`src/rtl/simon_block_feeder.sv`:
```
// simon_block_feeder: packs a 32-bit word stream into 64-bit blocks, queues
// them in a small FIFO and offers each one to the SIMON core with a
// newData / loadData handshake.
module simon_block_feeder #(
  parameter int N     = 32,
  parameter int DEPTH = 4,
  parameter int AW    = 2
) (
  input  logic                clk,
  input  logic                nR,
  input  logic [N-1:0]        word_in,
  input  logic                word_valid,
  output logic                word_ready,
  input  logic                loadData,
  output logic                newData,
  output logic [1:0][N-1:0]   blockIN,
  output logic [AW:0]         count,
  output logic                half_pending
);

  typedef enum logic [1:0] {IDLE, OFFER, GAP} state_e;

  logic [1:0][N-1:0] mem_q [DEPTH];
  logic [N-1:0]      hi_q;
  logic              half_q;
  logic [AW:0]       wr_ptr_q, rd_ptr_q;
  state_e            state_q, state_d;
  logic              nd_d;
  logic [1:0][N-1:0] blk_d;
  logic              full, acc, push, pop;

  // Pointers carry one extra bit so full and empty are distinguishable.
  assign count        = wr_ptr_q - rd_ptr_q;
  assign full         = (count == (AW+1)'(DEPTH));
  // An upper half is always taken; only the completing lower half stalls.
  assign word_ready   = !(half_q && full);
  assign acc          = word_valid && word_ready;
  assign push         = acc && half_q;
  assign half_pending = half_q;

  // Packer: hold the upper word, push the pair when the lower word arrives.
  always_ff @(posedge clk or negedge nR) begin
    if (!nR) begin
      hi_q     <= '0;
      half_q   <= 1'b0;
      wr_ptr_q <= '0;
    end else if (acc) begin
      if (half_q) begin
        half_q   <= 1'b0;
        wr_ptr_q <= wr_ptr_q + (AW+1)'(1);
      end else begin
        hi_q   <= word_in;
        half_q <= 1'b1;
      end
    end
  end

  // Block storage; contents are don't-care until written, so no reset.
  always_ff @(posedge clk) begin
    if (push) mem_q[wr_ptr_q[AW-1:0]] <= {hi_q, word_in};
  end

  // Offer FSM next state: latch head on entry to OFFER, pop on loadData.
  always_comb begin
    state_d = state_q;
    nd_d    = newData;
    blk_d   = blockIN;
    pop     = 1'b0;
    case (state_q)
      IDLE: begin
        if (count != '0) begin
          state_d = OFFER;
          nd_d    = 1'b1;
          blk_d   = mem_q[rd_ptr_q[AW-1:0]];
        end
      end
      OFFER: begin
        if (loadData) begin
          pop     = 1'b1;
          nd_d    = 1'b0;
          state_d = GAP;
        end
      end
      GAP:     state_d = IDLE;
      default: begin
        state_d = IDLE;
        nd_d    = 1'b0;
      end
    endcase
  end

  // Offer FSM registers and read pointer.
  always_ff @(posedge clk or negedge nR) begin
    if (!nR) begin
      state_q  <= IDLE;
      newData  <= 1'b0;
      blockIN  <= '0;
      rd_ptr_q <= '0;
    end else begin
      state_q <= state_d;
      newData <= nd_d;
      blockIN <= blk_d;
      if (pop) rd_ptr_q <= rd_ptr_q + (AW+1)'(1);
    end
  end

endmodule

```
`config.mk`:
```
export PLATFORM = sky130hd
export DESIGN_NAME = simon_block_feeder
export DESIGN_NICKNAME = d
export VERILOG_FILES = /design/src/rtl/simon_block_feeder.sv
export SDC_FILE = /design/constraint.sdc
export NUM_CORES = 1
export LEC_CHECK = 0
export CORE_ASPECT_RATIO = 0.75
export CORE_MARGIN = 4
export CORE_UTILIZATION = 50
export CTS_CLUSTER_SIZE = 8
export DETAILED_ROUTE_END_ITERATION = 7
export PLACE_DENSITY = 0.7
export SLEW_MARGIN = 20
export SYNTH_ARGS = -nofsm -noshare
export SYNTH_HDL_FRONTEND = slang
export SYNTH_SLANG_ARGS = --single-unit
export TNS_END_PERCENT = 100
```
`constraint.sdc`:
```
create_clock -name clk -period 6.7 [get_ports clk]
set_clock_uncertainty 0.2 [all_clocks]
set_input_delay 1.675 -clock clk [delete_from_list [all_inputs] [get_ports clk]]
set_output_delay 1.675 -clock clk [all_outputs]
set_load 0.05 [all_outputs]
```
==> impl_results.rst <==
.. list-table::
   :header-rows: 1

   * - Metric
     - Value
   * - Run status
     - finished clean
   * - WP buf/inv
     - 1
   * - Static leakage
     - 5.91 nW
   * - Iter 0 DRT Violations
     - 325
   * - Synth area leader
     - sky130_fd_sc_hd__edfxtp_1
   * - DRC viols
     - 0
   * - Initial Util
     - 0.515
   * - Cell Int Power
     - 0.00622 W
   * - Finished Core Util
     - 0.623
   * - Maximum capacitance violations
     - 0
   * - Switch share
     - 0.334
   * - Portion of synthesized cell area occupied by the leading cell type
     - 0.566
   * - Total negative slack for setup checks
     - 0 ns
   * - Post-synth cell types
     - 29
   * - Input/output buffers
     - 105
   * - Unrepaired setup endpoints after global routing
     - false
   * - Most area-consuming cells after synthesis
     - sky130_fd_sc_hd__edfxtp_1, sky130_fd_sc_hd__dfrtp_1, sky130_fd_sc_hd__mux4_2
   * - Y dimension of the die
     - 151 um
   * - Async SR Flop Fraction
     - 0.293
   * - Kind of cell with the highest combined delay on the critical path
     - buffers and inverters
   * - I/O pin total
     - 106
   * - Proportion of power drawn by flip-flops and latches
     - 0.383
   * - Endpoint required time on the critical path
     - 4.83 ns
   * - Inserted Clock Buffers
     - 51
   * - Per-cell routed wire length
     - 21.7 um
   * - Top flip-flop cell by instance count after synthesis
     - sky130_fd_sc_hd__edfxtp_1
   * - CTS Hold Buffers Added
     - 0
   * - Maximum single-stage delay on the critical path
     - 0.80 ns
   * - Die ar.
     - 29900 um2
   * - Count of H-tree levels built during CTS
     - 2
   * - Startpoint of the lowest-slack register-to-register path
     - rd_ptr_q[0]
   * - Footprint of the flip-flops and latches
     - 10300 um2
   * - Number of antenna violations at the first check in global routing
     - 0
   * - Switching Power
     - 0.00312 W
   * - Library cell with the highest instance count after synthesis
     - sky130_fd_sc_hd__edfxtp_1
   * - Critical Path Source
     - rd_ptr_q[0]
   * - Met3 Track Usage GR
     - 0.0376
   * - Post-synthesis instance area
     - 13600 um2
   * - Final critical delay including setup and external delays
     - 4.98 ns
   * - Reg2reg setup slack
     - 2.99 ns
   * - Vias per cell
     - 5.40
   * - Synthesized netlist net count
     - 632
   * - Startpoint type of the worst setup path
     - flop
   * - Crit path cell chain
     - ha_1, fa_1, xor3_2, nand4_1, clkdlybuf4s50_1
   * - Area occupied by multi-input gates
     - 3030 um2
   * - FP Rows
     - 51
   * - Core Area
     - 26400 um2
   * - Sinks on the clock net
     - 362
   * - ANT nets after route
     - 0
   * - Area overhead of the layout relative to synthesis
     - 21.0%
   * - Crit path max fanout
     - 20
   * - Total power density per cell area
     - 569 nW/um2
   * - Maximum clock insertion buffer count
     - 3
   * - Number of flip-flops and latches in the synthesized netlist
     - 362
   * - Final setup violation count
     - 0
   * - Cell count after placement
     - 1019
   * - Post-CTS setup repair buffer count
     - 0
   * - Peak VDD IR
     - 0.377 mV
   * - Number of global-route vias before repair
     - 6624
   * - Crit Path Category
     - reg -> out
   * - Number of flops mapped to enable cells by yosys
     - 256
   * - Number of vias in the routed layout
     - 6022
   * - Arr. time, crit path
     - 3.10 ns
   * - N_diodes
     - 0
   * - Number of warnings issued by yosys
     - 0
   * - Net total in the final layout
     - 771
   * - Final GP Congestion
     - 0.718
   * - Share of total power in combinational logic
     - 0.368
   * - Worst r2r path cells
     - 7
   * - Clock share of power
     - 0.249
   * - Number of hold-slack violations in the final timing report
     - 0
   * - Top cell types by occurrence after synthesis
     - sky130_fd_sc_hd__edfxtp_1, sky130_fd_sc_hd__dfrtp_1, sky130_fd_sc_hd__mux4_2
   * - Stages on worst setup path
     - 5
   * - First-pass iteration count of the detailed router
     - 4
   * - Post-CTS clock slew at the launch and capture registers of the worst setup and hold paths
     - 0.05 ns
   * - Post-route total power
     - 0.00934 W
   * - Classification of the worst-slack hold path
     - reg -> reg
   * - Wire length of the first global-routing pass
     - 38200 um
   * - Overall routing resource usage
     - 0.166
   * - Kind of end point of the critical path
     - primary output
   * - Pins over their slew limit
     - 0
   * - Sequential share of the synthesized area
     - 0.762
   * - Wirelength, routed
     - 24200 um
   * - Global-route met2 utilization
     - 0.260
   * - Most crowded layer after global routing
     - met2
   * - GRT overflow
     - 0
   * - Maximum number of pins on one net before global-route repair
     - 67
   * - Final cycle utilization of the critical path
     - 0.743
   * - Worst-Margin Slew
     - 1.03 ns
   * - F_max
     - 0.201 GHz
   * - Clock latency on the worst-skew pair
     - 0.54 ns
   * - Filler cell count in the final layout
     - 1822
   * - Cell count after synthesis
     - 589
   * - Slowest cell on the critical path
     - sky130_fd_sc_hd__clkdlybuf4s50_1
   * - Capture instance of the worst register-to-register path
     - blockIN[40]
   * - Horiz. Die Dim
     - 198 um
   * - CTS root buf
     - sky130_fd_sc_hd__clkbuf_16
   * - Share of cells above drive strength 1
     - 0.302
   * - Clock tree from TritonCTS
     - built
   * - Tightest slew margin relative to the limit
     - 0.310
   * - Non-filler cells in the finished layout
     - 1115
   * - Number of gates resized after cts
     - 0
   * - Capture point of the worst path
     - word_ready
   * - Met1 usage in global routing
     - 0.241
   * - Mean instance size in the synthesized netlist
     - 23.0 um2
   * - DPL Wire Length
     - 13300 um
==> worst register-to-register path, cell delays in order, from the launching register on <==
cell and delay (ns):
sky130_fd_sc_hd__dfrtp_4 0.64, sky130_fd_sc_hd__ha_1 0.29, sky130_fd_sc_hd__fa_1 0.60, sky130_fd_sc_hd__nand2_1 0.14, sky130_fd_sc_hd__o21ai_4 0.13, sky130_fd_sc_hd__buf_4 0.42
sky130_fd_sc_hd__buf_4 0.74, sky130_fd_sc_hd__mux2_2 0.43
==> area by class of cell <==
class | count | share of cell area
clock inverters | 3 | 0.00206
clock buffers | 93 | 0.0886
well taps | 344 | 0.0262
inverters | 6 | 0.00145
multi-input cells | 195 | 0.185
repair buffers | 112 | 0.0670
flip-flops and latches | 362 | 0.630
==> power groups by stage <==
| stage | sequential (W) | combinational [W] | clock, W |
|---|---|---|---|
| final | 0.00358 | 0.00344 | 0.00232 |
| after global routing | 0.00366 | 0.00364 | 0.00249 |
| after CTS | 0.00359 | 0.00350 | 0.00238 |
| after detailed placement | 0.00362 | 0.00348 | 0 |
| after global placement | 0.00357 | 0.00344 | 0 |
| after floorplan | 0.00421 | 0.00196 | 0 |
==> cell families after synthesis <==
group           synth area share
compound gates           0.00350
xor+xnor                 0.00442
fa+ha+maj                0.00701
buf+inv                   0.0163
flops                      0.762
mux                        0.201
simple gates             0.00590
==> routing by layer <==
layer | part of all wire | up-vias
met4 | 0.014 | 0
met2 | 0.48 | 159
met1 | 0.45 | 3188
met5 | 0 | -
met3 | 0.055 | 29
li1 | - | 2646
==> flip-flops by register name, summed over array words and instances, names as in the netlist <==
| register | flops |
|---|---|
| half_pending | 1 |
| state_q | 2 |
| mem_q | 256 |
| hi_q | 32 |
| wr_ptr_q | 3 |
| newData | 1 |
| rd_ptr_q | 3 |
| blockIN | 64 |
==> worst min path at each step <==
stage | slack (ns) | to | depth (start not counted) | start
2_1_floorplan | 0.24 | state_q[0] | 1 | state_q[1]
3_3_place_gp | 0.26 | state_q[0] | 1 | state_q[1]
3_5_place_dp | 0.27 | wr_ptr_q[2] | 1 | wr_ptr_q[2]
4_1_cts | 0.28 | wr_ptr_q[2] | 1 | wr_ptr_q[2]
5_1_grt | 0.31 | state_q[0] | 1 | state_q[1]
6_report | 0.28 | wr_ptr_q[2] | 1 | wr_ptr_q[2]
==> per-stage QoR <==
stage	hold WS (ns)	instance area, um2	worst slack [ns]
final	0.284	16400	1.72
after global routing	0.313	16400	1.59
after CTS	0.285	16400	1.69
after detailed placement	0.275	14900	2.25
after global placement	0.257	14900	2.30
after floorplan	0.243	13600	2.49
==> placed cells by master (no fill, tap or decap) <==
cell	count
sky130_fd_sc_hd__a211oi_1	1
sky130_fd_sc_hd__a41o_1	1
sky130_fd_sc_hd__a41oi_2	1
sky130_fd_sc_hd__and2_4	3
sky130_fd_sc_hd__and3b_1	1
sky130_fd_sc_hd__buf_4	8
sky130_fd_sc_hd__clkbuf_1	41
sky130_fd_sc_hd__clkbuf_16	52
sky130_fd_sc_hd__clkdlybuf4s50_1	104
sky130_fd_sc_hd__clkinv_2	1
sky130_fd_sc_hd__clkinv_4	1
sky130_fd_sc_hd__clkinv_8	1
sky130_fd_sc_hd__dfrtp_1	104
sky130_fd_sc_hd__dfrtp_4	2
sky130_fd_sc_hd__edfxtp_1	256
sky130_fd_sc_hd__fa_1	1
sky130_fd_sc_hd__ha_1	6
sky130_fd_sc_hd__inv_1	5
sky130_fd_sc_hd__inv_6	1
sky130_fd_sc_hd__mux2_1	2
sky130_fd_sc_hd__mux2_2	47
sky130_fd_sc_hd__mux2_4	49
sky130_fd_sc_hd__mux4_2	64
sky130_fd_sc_hd__nand2_1	4
sky130_fd_sc_hd__nand3_1	1
sky130_fd_sc_hd__nand4_1	1
sky130_fd_sc_hd__nor2_1	4
sky130_fd_sc_hd__nor2b_4	1
sky130_fd_sc_hd__nor3_1	1
sky130_fd_sc_hd__o21ai_0	1
sky130_fd_sc_hd__o21ai_4	1
sky130_fd_sc_hd__xnor2_1	3
sky130_fd_sc_hd__xor2_1	1
sky130_fd_sc_hd__xor3_2	1
No activity file was read; power rests on OpenSTA's default activity.
